### src/rtl/execute_issue_ctrl.sv
// execute_issue_ctrl: accepts a vector command, streams cmd_len operand chunks
// into the execute unit with one registered cycle of latency, then spends one
// drain cycle before reporting done.
// Build option: define ISSUE_STALL_CNT_EN to add the stall_cnt output, which
// counts ISSUE cycles where the operand source stalled.
module execute_issue_ctrl #(
  parameter int PE_COUNT     = 4,
  parameter int DATA_WIDTH   = 8,
  parameter int LEN_WIDTH    = 8,
  parameter int OP_SEL_WIDTH = 2
) (
  input  logic                                      clk,
  input  logic                                      rst,
  input  logic                                      cmd_valid,
  output logic                                      cmd_ready,
  input  logic [OP_SEL_WIDTH-1:0]                   cmd_op,
  input  logic                                      cmd_dot,
  input  logic [LEN_WIDTH-1:0]                      cmd_len,
  input  logic                                      opnd_valid,
  output logic                                      opnd_ready,
  input  logic signed [PE_COUNT-1:0][DATA_WIDTH-1:0] opnd_a,
  input  logic signed [PE_COUNT-1:0][DATA_WIDTH-1:0] opnd_b,
  output logic signed [PE_COUNT-1:0][DATA_WIDTH-1:0] a,
  output logic signed [PE_COUNT-1:0][DATA_WIDTH-1:0] b,
  output logic [OP_SEL_WIDTH-1:0]                   pe_op,
  output logic                                      dot_prod_en,
  output logic                                      shift,
  output logic                                      issue_valid,
  output logic                                      busy,
`ifdef ISSUE_STALL_CNT_EN
  output logic [15:0]                               stall_cnt,
`endif
  output logic                                      done
);

  typedef enum logic [1:0] {
    S_IDLE  = 2'd0,
    S_ISSUE = 2'd1,
    S_DRAIN = 2'd2
  } state_t;

  // Dot products always run the PEs in multiply mode.
  localparam logic [OP_SEL_WIDTH-1:0] OP_MUL = '1;

  state_t                                      state_q;
  logic [LEN_WIDTH-1:0]                        remain_q;
  logic                                        first_q;
  logic                                        dot_q;
  logic                                        dot_en_q;
  logic                                        shift_q;
  logic                                        issue_valid_q;
  logic [OP_SEL_WIDTH-1:0]                     pe_op_q;
  logic signed [PE_COUNT-1:0][DATA_WIDTH-1:0]  a_q;
  logic signed [PE_COUNT-1:0][DATA_WIDTH-1:0]  b_q;

  logic accept;
  logic chunk_pending;
  logic xfer;

  // ISSUE with remain_q==0 is the cycle where the last chunk sits on a/b;
  // the source is no longer asked for data then.
  assign accept        = (state_q == S_IDLE) && cmd_valid;
  assign chunk_pending = (state_q == S_ISSUE) && (remain_q != '0);
  assign xfer          = chunk_pending && opnd_valid;

  // Command FSM together with the registered operand/control outputs.
  always_ff @(posedge clk) begin
    if (rst) begin
      state_q       <= S_IDLE;
      remain_q      <= '0;
      first_q       <= 1'b0;
      dot_q         <= 1'b0;
      dot_en_q      <= 1'b0;
      shift_q       <= 1'b0;
      issue_valid_q <= 1'b0;
      pe_op_q       <= '0;
      a_q           <= '0;
      b_q           <= '0;
    end else begin
      issue_valid_q <= 1'b0;
      shift_q       <= 1'b0;
      case (state_q)
        S_IDLE: begin
          if (cmd_valid) begin
            dot_q    <= cmd_dot;
            pe_op_q  <= cmd_dot ? OP_MUL : cmd_op;
            remain_q <= cmd_len;
            first_q  <= 1'b1;
            state_q  <= (cmd_len != '0) ? S_ISSUE : S_DRAIN;
          end
        end
        S_ISSUE: begin
          if (remain_q == '0) begin
            state_q <= S_DRAIN;
          end else if (opnd_valid) begin
            a_q           <= opnd_a;
            b_q           <= opnd_b;
            issue_valid_q <= 1'b1;
            shift_q       <= dot_q && first_q;
            first_q       <= 1'b0;
            remain_q      <= remain_q - LEN_WIDTH'(1);
            if (dot_q) begin
              dot_en_q <= 1'b1;
            end
          end
        end
        S_DRAIN: begin
          state_q  <= S_IDLE;
          dot_en_q <= 1'b0;
          dot_q    <= 1'b0;
          pe_op_q  <= '0;
        end
        default: begin
          state_q <= S_IDLE;
        end
      endcase
    end
  end

`ifdef ISSUE_STALL_CNT_EN
  logic [15:0] stall_cnt_q;
  logic [15:0] stall_cnt_d;

  // Saturating count of cycles the operand source left us waiting.
  always_comb begin
    stall_cnt_d = stall_cnt_q;
    if (accept) begin
      stall_cnt_d = '0;
    end else if (chunk_pending && !opnd_valid && (stall_cnt_q != 16'hFFFF)) begin
      stall_cnt_d = stall_cnt_q + 16'd1;
    end
  end

  // Stall counter register.
  always_ff @(posedge clk) begin
    if (rst) begin
      stall_cnt_q <= '0;
    end else begin
      stall_cnt_q <= stall_cnt_d;
    end
  end

  assign stall_cnt = stall_cnt_q;
`endif

  assign cmd_ready   = (state_q == S_IDLE);
  assign opnd_ready  = chunk_pending;
  assign busy        = (state_q != S_IDLE);
  assign done        = (state_q == S_DRAIN);
  assign a           = a_q;
  assign b           = b_q;
  assign pe_op       = pe_op_q;
  assign dot_prod_en = dot_en_q;
  assign shift       = shift_q;
  assign issue_valid = issue_valid_q;

endmodule

### config.mk
export PLATFORM = sky130hd
export DESIGN_NAME = execute_issue_ctrl
export DESIGN_NICKNAME = d
export VERILOG_FILES = /design/src/rtl/execute_issue_ctrl.sv
export SDC_FILE = /design/constraint.sdc
export NUM_CORES = 1
export LEC_CHECK = 0
export CAP_MARGIN = 15
export CORE_MARGIN = 2
export CORE_UTILIZATION = 40
export CTS_CLUSTER_DIAMETER = 80
export CTS_CLUSTER_SIZE = 40
export DETAILED_ROUTE_END_ITERATION = 8
export PLACE_DENSITY = 0.83
export SYNTH_ARGS = -nofsm -noshare
export SYNTH_HDL_FRONTEND = slang
export SYNTH_SLANG_ARGS = --single-unit
### constraint.sdc
create_clock -name clk -period 4 [get_ports clk]
set_input_delay 0.4 -clock clk [delete_from_list [all_inputs] [get_ports clk]]
set_output_delay 0.4 -clock clk [all_outputs]
set_load 0.02 [all_outputs]
==> flow_summary.ini <==
[cells_and_area]
fin_area_um2 = 4856
stdcell_count = 637
drive_above_1_share_pct = 5.607
area_growth_pct = 52.44
final_cell_mix = clkdlybuf4s50_1 (150), nand2_1 (140), a21oi_1 (82)
final_common_cell = clkdlybuf4s50_1
post-route-util_pct = 62.84
diodes = 0
final_nets = 611
fillers = 662

[yosys]
netlist_instances = 390
ys_ff_latch = 81
synth-simple-area-share_pct = 22.98
avgSynthCellArea_um2 = 8.168
yosysSeqAreaShare_pct = 50.90
synth-adder-area-share_pct = 0.7855
synth_top_family_by_area = simple AND/OR/NAND/NOR gates
syn_area_um2 = 3186
yosys_warnings = 0
async_reset_ff_share_pct = 0
synth_compound_area_share_pct = 18.66
synth_edf_count = 0
ys_types = 38
synthMuxAreaShare_pct = 0
synthXorXnorAreaFrac_pct = 0
synth.net_count = 471
synth_flop_cell = dfxtp_1

[worst_setup_path]
cp.arrival_ns = 2.27
crit_path_max_fanout = 5
cp_slowest_cell = clkdlybuf4s50_1
slowest_delay_ns = 0.59
cp-end-kind = output pin
path_cells = inv_1 > ha_1 > nor3b_1 > a21oi_1 > clkdlybuf4s50_1
required_ns = 3.60
cp-start-kind = flop
critPathKind = reg2out

[route]
drt_wl_total_um = 8882
drtIter0Drc = 89
first_pass_iters = 4
vias = 3196
drtAntennaViolNets = 0
route.detailed.wl_per_inst_um = 13.94
via_per_inst = 5.017
drc_errors = 0

[global_routing]
grt_overflow = 0
antenna_found_initial = 0
grt_pass1_wl_um = 13850
grt_pass1_vias = 2976
track_usage_pct = 19.93
grt_max_degree = 51

[timing]
finalCritPeriodShare_pct = 66.70
final-hold-violation-count = 0
fmax_mhz = 374.8
tightest_slew_ns = 0.6489
rsz0062_at_grt = no
skew_ns = 0.005300
slew_headroom_pct = 56.63
period_minus_slack_ns = 2.668
setup_viol = 0
fin_tns_setup_ns = 0
slew_viol_final = 0

[placed_design]
portBuffers = 151
dp_hpwl_um = 6572
place_congestion = 0.8798
placedInstanceArea_um2 = 4667
dpl.cell_count = 621

[floorplanning]
die-height_um = 93.24
fp.dieArea_um2 = 8694
pin_count = 152
rows = 32
die_w_um = 93.24
start_util_pct = 41.22
core_um2 = 7727

[power]
vdd_drop_max_mv = 0.2003
leakagePower_uw = 0.001682
p_per_area_nw_per_um2 = 401.3
seqPwrFrac_pct = 46.5
internal-power_uw = 1344
combPwrFrac_pct = 25.0
clkPwrFrac_pct = 28.5
switching_share_pct = 31.01
p_sw_uw = 604.4

[clock_tree]
cts-buffers-inserted = 9
htreeDepth = 3
post_cts_buffers = 0
cts_root_buffer = clkbuf_8
cts-resized-gates = 0
cts_tree = done
clock-sinks = 81
cts_hold_buf = 0
clk-insertion-delay-late_ns = 0.34
path_clk_slew_ns = 0.08
clk_path_buf_depth = 2

[hold_path]
hp-class = reg2reg

[outcome]
status = finished clean

[job]
drv_cap = 0
## state kept, by name, summed over array words and instances (netlist names)
register,flops
first_q,1
b,32
dot_prod_en,1
issue_valid,1
remain_q,8
pe_op,2
dot_q,1
a,32
shift,1
state_q,2
## synthesized netlist by cell type, types with 2 or more instances
| cell type | number | area [µm²] |
|---|---|---|
| ha_1 | 2 | 25.02 |
| a32o_1 | 2 | 20.02 |
| o21ai_0 | 2 | 10.01 |
| a22oi_1 | 3 | 22.52 |
| nor2b_1 | 4 | 25.02 |
| dfxtp_1 | 81 | 1622 |
| clkbuf_1 | 13 | 48.80 |
| nor4_1 | 3 | 18.77 |
| nor3_1 | 4 | 20.02 |
| o22ai_1 | 3 | 18.77 |
| nand2_1 | 140 | 525.5 |
| nor2_1 | 9 | 33.78 |
| buf_8 | 7 | 105.1 |
| nand3_1 | 2 | 10.01 |
| nor3b_1 | 2 | 15.01 |
| buf_2 | 5 | 25.02 |
| a21oi_1 | 82 | 410.4 |
| inv_1 | 4 | 15.01 |
| o32ai_1 | 3 | 26.28 |
## cell families (layout without fill, tap and decap cells)
kind of cell    after synthesis  count (layout)
buf+inv                      31             176
flops                        81              81
fa+ha+maj                     2               2
compound gates              103             103
simple gates                173             173
## final cells by class
cell class / instances / area (µm²) / share of cell area (%)
multi-input cells: 278 / 1359 / 27.98
flip-flops and latches: 81 / 1622 / 33.39
clock inverters: 6 / 51.30 / 1.056
well taps: 102 / 127.6 / 2.628
clock buffers: 10 / 137.6 / 2.834
repair buffers: 156 / 1544 / 31.80
inverters: 4 / 15.01 / 0.3092
## per-layer routing
| metal | share of wire, % | up-vias | global-route usage [%] |
|---|---|---|---|
| met5 | 0 | - | 0 |
| met4 | 1.7 | 0 | 6.495 |
| met3 | 7.2 | 13 | 5.641 |
| met2 | 49 | 115 | 34.83 |
| met1 | 42 | 1491 | 23.48 |
| li1 | - | 1577 | - |
## path summary, 6_finish.rpt
path / start / to / slack, ns / cells past startpoint
max: remain_q[0]$_SDFFE_PP0P_ / opnd_ready / 1.33 / 5
min: a[27]$_SDFFE_PP0P_ / a[27]$_SDFFE_PP0P_ / 0.46 / 2
max reg2reg: remain_q[0]$_SDFFE_PP0P_ / remain_q[2]$_SDFFE_PP0P_ / 1.48 / 7
min reg2reg: a[27]$_SDFFE_PP0P_ / a[27]$_SDFFE_PP0P_ / 0.46 / 2
## power groups by stage
| stage | clock [µW] | sequential [µW] | combinational [µW] |
|---|---|---|---|
| global placement | 0 | 922 | 479 |
| detailed placement | 0 | 925 | 488 |
| CTS | 569 | 906 | 490 |
| floorplan | 0 | 966 | 239 |
| global route | 609 | 914 | 529 |
| finish | 555 | 906 | 488 |
## critical path, delay by kind of cell, from the launching register on
family	cells	cell delay (ns)
buffers and inverters	2	0.72
AND/OR/NAND/NOR	1	0.47
flip-flops	1	0.35
AO/OA/AOI/OAI	1	0.21
adder cells (fa/ha/maj)	1	0.17
## through the flow
stage          hold slack (ns)  setup slack [ns]  total power (µW)
5_1_grt                 0.4730             1.109              2052
4_1_cts                 0.4576             1.316              1966
3_5_place_dp            0.4453             1.474              1413
3_3_place_gp            0.4417             1.552              1401
6_report                0.4552             1.332              1949
2_1_floorplan           0.4486             2.327              1205
Power figures use the tool's default switching activity.
